## src/rtl/parking_pkg.sv

```systemverilog
// ============================================================================
// parking_pkg: shared types, default sizing and width helper for the
// parking gate controller.  Rev 1.0
// ============================================================================
`default_nettype none

package parking_pkg;

  typedef enum logic [0:0] {
    GATE_IDLE = 1'b0,
    GATE_OPEN = 1'b1
  } gate_state_t;

  localparam int DEF_NGATES   = 2;
  localparam int DEF_CAPACITY = 16;
  localparam int DEF_TIMEOUT  = 1000;

  // Bits needed to hold max_val, never less than one.
  function automatic int width_of(input int max_val);
    width_of = (max_val < 2) ? 1 : $clog2(max_val + 1);
  endfunction

endpackage

`default_nettype wire

```

## src/rtl/parking_gate_fsm.sv

```systemverilog
// ============================================================================
// parking_gate_fsm: one barrier arm, raised on grant, lowered on enter or
// timeout; flags an enter seen while the arm is down.  Rev 1.0
// ============================================================================
`default_nettype none

module parking_gate_fsm
  import parking_pkg::*;
#(
  parameter int TIMEOUT = DEF_TIMEOUT
) (
  input  logic clk,
  input  logic reset,
  input  logic grant,
  input  logic enter,
  output logic arm_up,
  output logic open,
  output logic tailgate
);

  localparam int TW = width_of(TIMEOUT - 1);

  localparam logic [0:0] ST_IDLE = GATE_IDLE;
  localparam logic [0:0] ST_OPEN = GATE_OPEN;

  logic [0:0]    state;
  logic [TW-1:0] timer;

  always_ff @(posedge clk or negedge reset) begin
    if (!reset) begin
      state    <= ST_IDLE;
      timer    <= '0;
      tailgate <= 1'b0;
    end else begin
      tailgate <= enter && (state == ST_IDLE);
      case (state)
        ST_IDLE: begin
          if (grant) begin
            state <= ST_OPEN;
            timer <= TW'(TIMEOUT - 1);
          end
        end
        default: begin
          // Timer reaching zero means the arm has been up for TIMEOUT cycles.
          if (enter || (timer == '0)) begin
            state <= ST_IDLE;
            timer <= '0;
          end else begin
            timer <= timer - TW'(1);
          end
        end
      endcase
    end
  end

  assign open   = (state == ST_OPEN);
  assign arm_up = open;

endmodule

`default_nettype wire

```

## src/rtl/parking_gate_ctrl.sv

```systemverilog
// ============================================================================
// parking_gate_ctrl: round-robin admission across gates with capacity
// reservation, per-gate arm FSMs and a clamped occupancy counter.  Rev 1.0
// ============================================================================
`default_nettype none

module parking_gate_ctrl
  import parking_pkg::*;
#(
  parameter int NGATES   = DEF_NGATES,
  parameter int CAPACITY = DEF_CAPACITY,
  parameter int TIMEOUT  = DEF_TIMEOUT,
  localparam int CW      = $clog2(CAPACITY + 1)
) (
  input  logic              clk,
  input  logic              reset,
  input  logic [NGATES-1:0] req,
  input  logic [NGATES-1:0] enter,
  input  logic [NGATES-1:0] exit,
  output logic [NGATES-1:0] arm_up,
  output logic [CW-1:0]     count,
  output logic              full,
  output logic              empty,
  output logic              err_tailgate,
  output logic              err_range
);

  localparam int PW = width_of(NGATES - 1);
  localparam int GW = width_of(NGATES);
  localparam int SW = ((CW > GW) ? CW : GW) + 2;
  localparam logic signed [SW-1:0] CAP_S = SW'(CAPACITY);

  logic [NGATES-1:0] open_vec;
  logic [NGATES-1:0] tg_vec;
  logic [NGATES-1:0] eligible;
  logic [NGATES-1:0] grant_vec;
  logic [GW-1:0]     reserved;
  logic [PW-1:0]     ptr;
  logic [PW-1:0]     winner;
  logic [PW-1:0]     cand;
  logic              found;
  logic              room;
  int                idx;

  logic signed [SW-1:0] n_enter;
  logic signed [SW-1:0] n_exit;
  logic signed [SW-1:0] next_sum;
  logic [CW-1:0]        count_nxt;
  logic                 clamp;

  for (genvar g = 0; g < NGATES; g++) begin : g_gate
    parking_gate_fsm #(
      .TIMEOUT (TIMEOUT)
    ) u_fsm (
      .clk      (clk),
      .reset    (reset),
      .grant    (grant_vec[g]),
      .enter    (enter[g]),
      .arm_up   (arm_up[g]),
      .open     (open_vec[g]),
      .tailgate (tg_vec[g])
    );
  end

  always_comb begin
    reserved = '0;
    n_enter  = '0;
    n_exit   = '0;
    for (int g = 0; g < NGATES; g++) begin
      reserved = reserved + GW'(open_vec[g]);
      n_enter  = n_enter + SW'(enter[g]);
      n_exit   = n_exit + SW'(exit[g]);
    end
  end

  assign eligible = req & ~open_vec;
  // Open arms hold a space so a car already waiting under a raised arm is never locked out.
  assign room = ({{(SW-CW){1'b0}}, count} + SW'(reserved)) < SW'(CAPACITY);

  always_comb begin
    found     = 1'b0;
    winner    = '0;
    cand      = '0;
    idx       = 0;
    grant_vec = '0;
    for (int i = 0; i < NGATES; i++) begin
      idx = int'(ptr) + i;
      if (idx >= NGATES) idx = idx - NGATES;
      cand = PW'(idx);
      if (!found && eligible[cand]) begin
        found  = 1'b1;
        winner = cand;
      end
    end
    if (found && room) grant_vec[winner] = 1'b1;
  end

  always_comb begin
    next_sum  = $signed({{(SW-CW){1'b0}}, count}) + n_enter - n_exit;
    count_nxt = next_sum[CW-1:0];
    clamp     = 1'b0;
    if (next_sum[SW-1]) begin
      count_nxt = '0;
      clamp     = 1'b1;
    end else if (next_sum > CAP_S) begin
      count_nxt = CW'(CAPACITY);
      clamp     = 1'b1;
    end
  end

  always_ff @(posedge clk or negedge reset) begin
    if (!reset) begin
      ptr       <= '0;
      count     <= '0;
      err_range <= 1'b0;
    end else begin
      count     <= count_nxt;
      err_range <= clamp;
      if (|grant_vec) begin
        ptr <= (winner == PW'(NGATES - 1)) ? '0 : winner + PW'(1);
      end
    end
  end

  assign err_tailgate = |tg_vec;
  assign full         = (count == CW'(CAPACITY));
  assign empty        = (count == '0);

endmodule

`default_nettype wire

```

## config.mk

```make
export PLATFORM = sky130hd
export DESIGN_NAME = parking_gate_ctrl
export DESIGN_NICKNAME = d
export VERILOG_FILES = /design/src/rtl/parking_pkg.sv /design/src/rtl/parking_gate_fsm.sv /design/src/rtl/parking_gate_ctrl.sv
export SDC_FILE = /design/constraint.sdc
export NUM_CORES = 1
export LEC_CHECK = 0
export ABC_AREA = 0
export CORE_MARGIN = 2
export CORE_UTILIZATION = 35
export CTS_CLUSTER_SIZE = 28
export DETAILED_ROUTE_END_ITERATION = 12
export HOLD_SLACK_MARGIN = 0.06
export PLACE_DENSITY = 0.62
export SYNTH_ARGS = -nofsm -noshare
export SYNTH_HDL_FRONTEND = slang
export SYNTH_SLANG_ARGS = --single-unit
```

## constraint.sdc

```tcl
create_clock -name clk -period 3.9 [get_ports clk]
set_clock_uncertainty 0.05 [all_clocks]
set_input_delay 0.78 -clock clk [delete_from_list [all_inputs] [get_ports clk]]
set_output_delay 0.78 -clock clk [all_outputs]
set_load 0.03 [all_outputs]
```

==> results of run 1 <==
==> layout make-up <==
class	count	share of cell area, %
clock inverter	1	0.210
clock buffer	6	3.46
inverter	30	4.72
multi-input combinational	148	46.5
timing repair buffer	22	8.82
tap	72	3.78
sequential	31	32.5
==> power by group through the flow <==
stage               sequential [W]  combinational [W]  clock [W]
finish                    0.000607            0.00108   0.000253
global route              0.000630            0.00122   0.000275
CTS                       0.000604            0.00108   0.000265
detailed placement        0.000611            0.00107          0
global placement          0.000610            0.00107          0
floorplan                 0.000617           0.000770          0
==> cell usage in the layout, fill, tap and decap left out, types with 2 or more instances in the layout <==
| master | n |
|---|---|
| sky130_fd_sc_hd__o211ai_1 | 5 |
| sky130_fd_sc_hd__nand3b_1 | 2 |
| sky130_fd_sc_hd__o21bai_1 | 2 |
| sky130_fd_sc_hd__a32o_1 | 2 |
| sky130_fd_sc_hd__ha_1 | 13 |
| sky130_fd_sc_hd__fa_1 | 3 |
| sky130_fd_sc_hd__o21a_1 | 4 |
| sky130_fd_sc_hd__inv_1 | 30 |
| sky130_fd_sc_hd__or3_1 | 3 |
| sky130_fd_sc_hd__a2111oi_0 | 4 |
| sky130_fd_sc_hd__a22oi_1 | 2 |
| sky130_fd_sc_hd__o221ai_1 | 5 |
| sky130_fd_sc_hd__nor2_1 | 11 |
| sky130_fd_sc_hd__a21oi_1 | 9 |
| sky130_fd_sc_hd__nand2_1 | 11 |
| sky130_fd_sc_hd__nor2b_1 | 7 |
| sky130_fd_sc_hd__clkdlybuf4s50_1 | 18 |
| sky130_fd_sc_hd__buf_4 | 4 |
| sky130_fd_sc_hd__clkbuf_8 | 6 |
| sky130_fd_sc_hd__o31a_1 | 2 |
| sky130_fd_sc_hd__xor2_1 | 2 |
| sky130_fd_sc_hd__and2_1 | 2 |
| sky130_fd_sc_hd__dfrtp_1 | 31 |
| sky130_fd_sc_hd__o311ai_1 | 4 |
| sky130_fd_sc_hd__nand2b_1 | 6 |
| sky130_fd_sc_hd__nor3_1 | 6 |
| sky130_fd_sc_hd__o21ai_0 | 8 |
| sky130_fd_sc_hd__a31oi_1 | 8 |
| sky130_fd_sc_hd__and4_1 | 2 |
| sky130_fd_sc_hd__nand3_1 | 2 |
| sky130_fd_sc_hd__a21boi_0 | 3 |
==> path summary, 6_finish.rpt <==
path / startpoint / endpoint / cells after the start
worst max-delay path: enter[1] / count[1] / 10
worst min-delay path: g_gate[1].u_fsm.timer[7] / g_gate[1].u_fsm.timer[7] / 2
worst max register to register: count[1] / count[1] / 9
worst min register to register: g_gate[1].u_fsm.timer[7] / g_gate[1].u_fsm.timer[7] / 2
max in group asynchronous: reset / g_gate[1].u_fsm.timer[8] / 2
min in group asynchronous: reset / g_gate[0].u_fsm.timer[3] / 2
==> per-layer routing <==
metal | track usage [%] | vias to the layer above
li1 | - | 829
met3 | 3.03 | 6
met5 | 0 | -
met2 | 22.1 | 37
met4 | 3.56 | 0
met1 | 19.0 | 775
==> sequential cells by signal, summed over array words and instances (netlist names) <==
name,count
g_gate.u_fsm.timer,20
count,5
g_gate.u_fsm.arm_up,2
g_gate.u_fsm.tailgate,2
err_range,1
ptr,1
==> kinds of logic after synthesis <==
logic type | after synthesis | synth area share (%)
adder cells (fa/ha/maj) | 16 | 10.9
flip-flops | 31 | 38.0
AND/OR/NAND/NOR | 59 | 16.1
buffers and inverters | 40 | 7.78
AO/OA/AOI/OAI | 70 | 25.9
XOR/XNOR | 3 | 1.29
==> worst register-to-register path: stages (launching register included) <==
cell                        delay [ns]
sky130_fd_sc_hd__dfrtp_1          0.38
sky130_fd_sc_hd__inv_1            0.10
sky130_fd_sc_hd__ha_1             0.28
sky130_fd_sc_hd__inv_1            0.04
sky130_fd_sc_hd__ha_1             0.21
sky130_fd_sc_hd__fa_1             0.41
sky130_fd_sc_hd__nor2b_1          0.15
sky130_fd_sc_hd__o21a_1           0.18
sky130_fd_sc_hd__o21a_1           0.22
sky130_fd_sc_hd__a2111oi_0        0.40
==> per-stage QoR <==
stage	utilization [%]	instance area [sq um]	cells	total power, W
finish	42.8	2380	310	0.00194
global route	42.8	2380	310	0.00213
global placement	41.2	2300	303	0.00168
detailed placement	41.2	2300	303	0.00169
CTS	42.8	2380	310	0.00195
floorplan	-	2040	219	0.00139
==> out/results.ini, run 1 <==
[yosys]
synthDistinctLibCells = 51
synth_top_flop_cell = sky130_fd_sc_hd__dfrtp_1
synth.ff_latch_count = 31
netlist.top_cell.by_area = sky130_fd_sc_hd__dfrtp_1
syn-num-nets = 243
post_synth_instance_area_sq_um = 2040
synth-edff-count = 0
postSynth.asyncResetShare_pct = 100
ys_seq_area_share_pct = 38.0
synth.top_cells.by_area = sky130_fd_sc_hd__dfrtp_1 38%, sky130_fd_sc_hd__ha_1 8.0%, sky130_fd_sc_hd__inv_1 5.5%, sky130_fd_sc_hd__fa_1 2.9%, sky130_fd_sc_hd__a31oi_1 2.5%
synth_most_common_cell = sky130_fd_sc_hd__dfrtp_1
synth_top_area_share_pct = 38.0
syn-instance-count = 219
ys.warnings.count = 0
cell_types_with_the_highest_counts_after_synthesis = 31 x sky130_fd_sc_hd__dfrtp_1, 30 x sky130_fd_sc_hd__inv_1, 13 x sky130_fd_sc_hd__ha_1
synthesis.area_per_instance_sq_um = 9.32

[power]
share_seq_of_total_power_pct = 31.3
power_density_nw_per_um2 = 815
irDropWorstVdd_mv = 0.411
static-leakage-power_nw = 1.03
netSwitchingPower_w = 0.000875
combinationalPowerShare_pct = 55.7
power.share.switching_pct = 45.0
p_int_w = 0.00107
fraction_of_power_consumed_by_the_clock_network_pct = 13.0

[setup_path]
critical_path.max_fanout = 4
timing.critical_path.slowest_stage_cell = sky130_fd_sc_hd__fa_1
cpMostUsedCell = sky130_fd_sc_hd__fa_1
slowest_delay_ns = 0.55
worst_setup_path_end_kind = flop
worstSetupPathType = primary input to flop
worst-endpoint-arrival_ns = 3.55
cp_cell_sequence = clkdlybuf4s50_1, fa_1, inv_1, fa_1, inv_1, ha_1, fa_1, nor2_1, nand3_1, a2111oi_0
regToRegSetupSlack_ns = 1.35
worst-path-buf-inv = 3
critical_path_required_ns = 3.98
cp-start-kind = primary input
critical_path.top_delay_family = adder cells

[routing]
met3RoutedLength_um = 145
drt_drc_violations_left = 0
routed_wirelength_um = 4110
antenna_violating_nets_post_route = 0
wl_met2_um = 1890
routed.top_layer = met4
vias_per_cell = 5.31
wl_per_cell_um = 13.3
drt-initial-drc-count = 115
dr.pass1.iters = 4
number_of_vias_after_detailed_routing = 1647
drt-met1-wl_um = 2040

[floorplan]
coreArea_sq_um = 5570
die-area_sq_um = 6460
boundaryPins = 19
die_w_um = 80.4
dieHeight_um = 80.4
initial_utilization_pct = 36.6
core.rowCount = 27

[sta]
setup_slack_ns = 0.435
setup-tns-final_ns = 0
hold_violations = 0
grt_setup_unrepaired = false
maxSlewHeadroom_pct = 55.8
min_period_over_period_pct = 88.8
worst_hold_margin_ns = 0.478
worst-slew-pin-transition_ns = 0.662
final_max_slew_viol_count = 0
setup_viol_count_final = 0
max_clock_freq_ghz = 0.289
layout_min_cycle_time_ns = 3.46

[clocking]
clk_pin_slew_worst_paths_ns = 0.06
post_cts_hold_buffer_count = 0
postCtsSetupBuffers = 0
cts-root-to-sink-buffers = 2
post_cts.resized_instances = 0
clock_latency_ns = 0.28
cts_tree = yes
cts_sinks = 31
cts_buffers = 5
ctsRootBufferMaster = sky130_fd_sc_hd__clkbuf_8
htree_levels = 2

[place]
post-dp-hpwl_um = 2920
gp_congestion = 0.820
buffer_ports.inserted = 18
dpl_worst_slack_ns = 0.163

[layout]
multi_input_comb_area_sq_um = 1110
fillCellCount = 538
final_nets = 262
drive_above_1_share_pct = 6.72
final_antenna_diode_count = 0
flow.area_growth_from_synthesis_pct = 16.7
register_area_sq_um = 776

[run_status]
status = finished, final reports clean

[grt]
grt_overflow_total = 0
grt_pass1_wl_um = 7020
antenna_found_initial = 0
grt_usage_pct = 13.8
vias_in_the_first_global_route = 1478
grt_max_degree = 32

[hold_path]
min_path_type = flop to flop

[run]
max-cap-violations = 0

Power figures use the tool's default switching activity.
==> run 2, diff against run 1 <==
--- a/config.mk
+++ b/config.mk
@@ -6,6 +6,7 @@
 export NUM_CORES = 1
 export LEC_CHECK = 0
 export ABC_AREA = 0
+export ABC_CLOCK_PERIOD_IN_PS = 3900
 export CORE_MARGIN = 2
 export CORE_UTILIZATION = 35
 export CTS_CLUSTER_SIZE = 28
==> results of run 2 <==
Final layout, timing and power as in run 1 (identical DEF).
==> run 3, diff against run 2 <==
--- a/config.mk
+++ b/config.mk
@@ -7,12 +7,13 @@
 export LEC_CHECK = 0
 export ABC_AREA = 0
 export ABC_CLOCK_PERIOD_IN_PS = 3900
+export CORE_ASPECT_RATIO = 0.75
 export CORE_MARGIN = 2
-export CORE_UTILIZATION = 35
+export CORE_UTILIZATION = 61
 export CTS_CLUSTER_SIZE = 28
 export DETAILED_ROUTE_END_ITERATION = 12
 export HOLD_SLACK_MARGIN = 0.06
-export PLACE_DENSITY = 0.62
+export PLACE_DENSITY = 0.93
 export SYNTH_ARGS = -nofsm -noshare
 export SYNTH_HDL_FRONTEND = slang
 export SYNTH_SLANG_ARGS = --single-unit
==> run 3 against run 2 <==
Via count increased by 2.5%. Power increased by 4.3%. Worst setup slack lost 0.19 ns. Non-clock buffer count is 1 lower. Register-to-register slack got worse by 0.12 ns. Routed wire length rose by 7.7%. Sequential power up 4.0%. Combinational power hardly changed. Die area down 41%. Clock-buffer cell count up 1. Worst hold slack better by 0.026 ns. Critical path type unchanged.
==> out/results.ini, run 3 (synthesis gave the netlist of run 1 again) <==
[sta]
setup_viol_count_final = 0  ; unchanged
grt_setup_unrepaired = false
final_max_slew_viol_count = 0  ; unchanged
hold_violations = 0  ; unchanged
layout_min_cycle_time_ns = 3.65  ; +0.188 ns
worst-slew-pin-transition_ns = 0.704  ; +0.0425 ns
worst_hold_margin_ns = 0.504  ; +0.0262 ns
setup-tns-final_ns = 0  ; unchanged
maxSlewHeadroom_pct = 52.7  ; -3.1 points
min_period_over_period_pct = 93.6  ; +4.8 points
max_clock_freq_ghz = 0.274  ; -5.1%

[power]
netSwitchingPower_w = 0.000938  ; +7.3%
p_int_w = 0.00109  ; +2.0%
power.total_w = 0.00203  ; +4.3%
combinationalPowerShare_pct = 54.8  ; -0.9 points
power_density_nw_per_um2 = 862  ; +5.7%
static-leakage-power_nw = 1.03  ; -0.17%
irDropWorstVdd_mv = 0.422  ; +2.7%
power.share.switching_pct = 46.3  ; +1.3 points
fraction_of_power_consumed_by_the_clock_network_pct = 14.1  ; +1.1 points
share_seq_of_total_power_pct = 31.1  ; -0.2 points

[routing]
wl_per_cell_um = 15.9  ; +20%
routed_wirelength_um = 4430  ; +7.7%
antenna_violating_nets_post_route = 0  ; unchanged
drt_drc_violations_left = 0  ; unchanged
dr.pass1.iters = 4  ; unchanged
vias_per_cell = 6.07  ; +14%
number_of_vias_after_detailed_routing = 1688  ; +2.5%
drt-initial-drc-count = 162  ; +41%

[layout]
regMostFlops = g_gate.u_fsm.timer
top_regs = g_gate.u_fsm.timer (20), count (5)
flow.area_growth_from_synthesis_pct = 15.2
final_cell_mix = 31 x sky130_fd_sc_hd__dfrtp_1, 30 x sky130_fd_sc_hd__inv_1, 18 x sky130_fd_sc_hd__clkdlybuf4s50_1, 13 x sky130_fd_sc_hd__ha_1
final_nets = 261  ; -0.38%
commonest_non_fill_non_tap_cell_in_the_layout = sky130_fd_sc_hd__dfrtp_1
fillCellCount = 215  ; -60%
drive_above_1_share_pct = 6.72  ; unchanged
stdcell_area_sq_um = 2350  ; -1.3%
final_antenna_diode_count = 0  ; unchanged
largest_register_ffs = 20  ; unchanged

[grt]
vias_in_the_first_global_route = 1579  ; +6.8%
grt_overflow_total = 0  ; unchanged
antenna_found_initial = 0  ; unchanged
grt_pass1_wl_um = 7500  ; +6.9%
grt_usage_pct = 25.4  ; +12 points
grt_max_degree = 32  ; unchanged

[setup_path]
timing.critical_path.slowest_stage_cell = sky130_fd_sc_hd__fa_1
critical_path.top_delay_family = adder cells
critical_path.max_fanout = 4  ; unchanged
cp_cell_sequence = clkdlybuf4s50_1, fa_1, inv_1, fa_1, inv_1, ha_1, fa_1, nor2_1, nand3_1, a2111oi_0
worst-path-buf-inv = 3  ; unchanged
worst-endpoint-arrival_ns = 3.74  ; +0.19 ns
capturing_point_of_the_worst_reg2reg_path = count[1]
worstSetupPathType = primary input to flop
regToRegSetupSlack_ns = 1.23  ; -0.12 ns
worst_setup_path_end_kind = flop
worstReg2RegStart = count[1]
r2r_cells = 9  ; unchanged
slowest_delay_ns = 0.55  ; about the same
cpMostUsedCell = sky130_fd_sc_hd__fa_1
cp-start-kind = primary input
critical_path_required_ns = 3.99  ; about the same

[hold_path]
hold-path-endpoint = g_gate[1].u_fsm.timer[0]
min_path_type = flop to flop
cell_depth_of_the_worst_min_delay_path = 1  ; -1
worstHoldStart = g_gate[1].u_fsm.timer[0]

[clocking]
ctsRootBufferMaster = sky130_fd_sc_hd__clkbuf_8
postCtsSetupBuffers = 0  ; unchanged
cts_tree = yes
cts-root-to-sink-buffers = 2  ; unchanged
cts_sinks = 31  ; unchanged
htree_levels = 2  ; unchanged
cts_buffers = 5  ; unchanged
clk_pin_slew_worst_paths_ns = 0.07  ; about the same
post_cts_hold_buffer_count = 0  ; unchanged
post_cts.resized_instances = 0  ; unchanged
clock_latency_ns = 0.28  ; about the same

[floorplan]
boundaryPins = 19  ; unchanged
die-area_sq_um = 3830  ; -41%
die_w_um = 70.8  ; -12%
coreArea_sq_um = 3240  ; -42%
dieHeight_um = 54.1  ; -33%
core.rowCount = 18  ; -33%
initial_utilization_pct = 63.0  ; +26 points

[place]
buffer_ports.inserted = 18  ; unchanged
gp_congestion = 0.895  ; +9.1%
post-dp-hpwl_um = 3170  ; +8.6%
post_dp_cell_area_sq_um = 2250  ; -2.1%

[run_status]
status = finished, final reports clean

[run]
max-cap-violations = 0  ; unchanged

run 3: cell count changes in the layout (fill, tap and decap cells not counted):
| cell | before | now |
|---|---|---|
| sky130_fd_sc_hd__buf_4 | 4 | 3 |
| sky130_fd_sc_hd__clkbuf_8 | 6 | 7 |
| sky130_fd_sc_hd__clkinv_2 | 1 | 0 |
| sky130_fd_sc_hd__clkinvlp_4 | 0 | 1 |
run 3: worst max-delay path by stage:
stage | endpoint | start | cells after the start | slack [ns]
3_3_place_gp | err_range | exit[0] | 11 | 0.24
5_1_grt | count[1] | exit[0] | 11 | 0.04
3_5_place_dp | count[1] | enter[1] | 10 | 0.02
4_1_cts | count[2] | enter[1] | 10 | 0.30
6_report | count[1] | enter[1] | 10 | 0.25
2_1_floorplan | err_range | exit[0] | 10 | 0.77
run 3: final cells by class:
cell class,instances,area [sq um],share of cell area (%)
clock buffer,7,96.3,4.10
inverter,30,113,4.79
clock inverter,1,7.51,0.319
timing repair buffer,21,203,8.62
tap,40,50.0,2.13
multi-input combinational,148,1110,47.1
sequential,31,776,33.0
run 3: metrics by stage:
stage | util [%] | setup WS, ns | instances
after CTS | 72.5 | 0.295 | 278
after detailed placement | 69.3 | 0.0240 | 270
final | 72.5 | 0.248 | 278
after floorplan | - | 0.771 | 219
after global routing | 72.5 | 0.0391 | 278
after global placement | 69.3 | 0.241 | 270
run 3: worst reg2reg max path: cells and delay by family, from the launching register on:
family	cells	cell delay, ns
buffers and inverters	2	0.15
AND/OR/NAND/NOR	1	0.16
adder cells (fa/ha/maj)	3	0.93
AO/OA/AOI/OAI	3	0.85
flip-flops	1	0.39
run 3: metal layers:
layer / track usage [%] / up-vias / routed length, um / part of all wire, %
li1: - / 829 / - / -
met5: 0 / - / 0 / 0
met4: 6.29 / 0 / 28 / 0.63
met3: 6.18 / 5 / 190 / 4.3
met2: 39.3 / 50 / 1990 / 45
met1: 36.5 / 804 / 2220 / 50
run 3: power by group through the flow:
stage	clock network (W)	registers (W)	logic (W)
final	0.000285	0.000631	0.00111
after global routing	0.000301	0.000654	0.00122
after CTS	0.000285	0.000625	0.00110
after detailed placement	0	0.000629	0.00108
after global placement	0	0.000622	0.00103
after floorplan	0	0.000617	0.000770
==> variant (settings of run 1) <==
Change the package constant `DEF_CAPACITY` from 16 to 8.
--- a/src/rtl/parking_pkg.sv
+++ b/src/rtl/parking_pkg.sv
@@ -13,5 +13,5 @@
 
   localparam int DEF_NGATES   = 2;
-  localparam int DEF_CAPACITY = 16;
+  localparam int DEF_CAPACITY = 8;
   localparam int DEF_TIMEOUT  = 1000;
 
Interface: changed (resized count); port bits go from 19 to 18. The function was not compared with the original's and may differ.
==> variant against run 1 <==
Cell area fell by 2.5%; sequential cell count fell by 1; hold slack improved by 0.015 ns; total power fell by 7.7%; worst setup slack got worse by 0.066 ns; via count rose by 4.3%; routed wire length rose by 4.8%; synthesized area fell by 2.6%; critical endpoint is now err_range; largest cell class unchanged; largest power group unchanged.
==> variant: results (changes against run 1) <==
** Drt
- The number of DRC markers in iteration 0 was 106 (-7.8%).
- The routed wire length per instance came to 13.8 microns (+4.1%).

** Synthesis
- Leading cell types by total area after synthesis :: dfrtp_1 (38%), ha_1 (6.3%), inv_1 (5.1%), a21oi_1 (3.5%), fa_1 (3.0%)
- Sequential area share after synthesis :: 37.8% (-0.23 points)
- The number of library cell types mapped by synthesis was 48 (-5.9%).
- The net count after synthesis came to 240 (-1.2%).
- The post-synthesis register bit count is 30 (-3.2%).

** Min path
- The worst hold path begins at g_gate[1].u_fsm.timer[8].

** Cells and area
- The layout inverter count without the clock tree came to 27 (-10%).
- The fraction of area in multi-input gates was 47.3% (+0.80 points).
- Total number of multi-input combinational cells :: 155 (+4.7%)
- The largest registers in the layout are g_gate.u_fsm.timer x20, count x4.
- Clk tree area frac :: 3.93% (+0.25 points)
- Fin nets :: 260 (-0.76%)
- The fraction of final layout cells sized beyond drive strength 1 is 8.75% (+2.0 points).
- The clock tree buffer count of the final layout came to 7 (+1).

** Global route
- Met1 usage :: 22.0% (+3.0 points)
- First-pass GRT wire length :: 7530 microns (+7.3%)
- The total global-route track usage came to 15.4% (+1.5 points).
- The via count of the first global-routing pass came to 1584 (+7.2%).
- Met2 demand-to-capacity share in global routing :: 22.8% (+0.71 points)

** Critical path
- CP Data Arrival Time :: 3.64 ns (+0.09 ns)
- The delay of the slowest critical-path stage is 0.50 ns (-0.05 ns).
- Following the worst setup path forward leads to its endpoint at err_range.
- The reg2reg setup slack came to 1.44 ns (+0.09 ns).

** Floorplanning
- The horizontal die dimension came to 79.4 microns (-1.3%).

** STA
- Slew margin rel. :: 50.8% (-5.0 points)

** Place
- Number of buffers added on ports :: 17 (-1)

** Run status
- The flow ran to the end, and the final reports show no timing, DRC or antenna violations.

** Power
- The static power due to leakage came to 1.00 nW (-2.8%).
[variant: logic make-up after synthesis]
kind of cell    synth area share, %
xor+xnor                      0.881
compound gates                 24.0
buf+inv                        6.99
fa+ha+maj                      9.31
simple gates                   21.1
flops                          37.8
[variant: power groups by stage]
stage               clock network [W]  registers (W)  logic, W
global placement                    0       0.000660  0.000873
floorplan                           0       0.000614  0.000687
CTS                          0.000267       0.000656  0.000884
finish                       0.000255       0.000655  0.000883
global route                 0.000280       0.000686  0.000990
detailed placement                  0       0.000661  0.000882
[variant: per-stage QoR]
| stage | std cells | worst slack [ns] | util [%] |
|---|---|---|---|
| after global placement | 304 | 0.158 | 40.6 |
| after floorplan | 219 | 0.699 | - |
| after global routing | 312 | 0.166 | 42.2 |
| final | 312 | 0.370 | 42.2 |
| after CTS | 312 | 0.402 | 42.2 |
| after detailed placement | 304 | 0.115 | 40.6 |
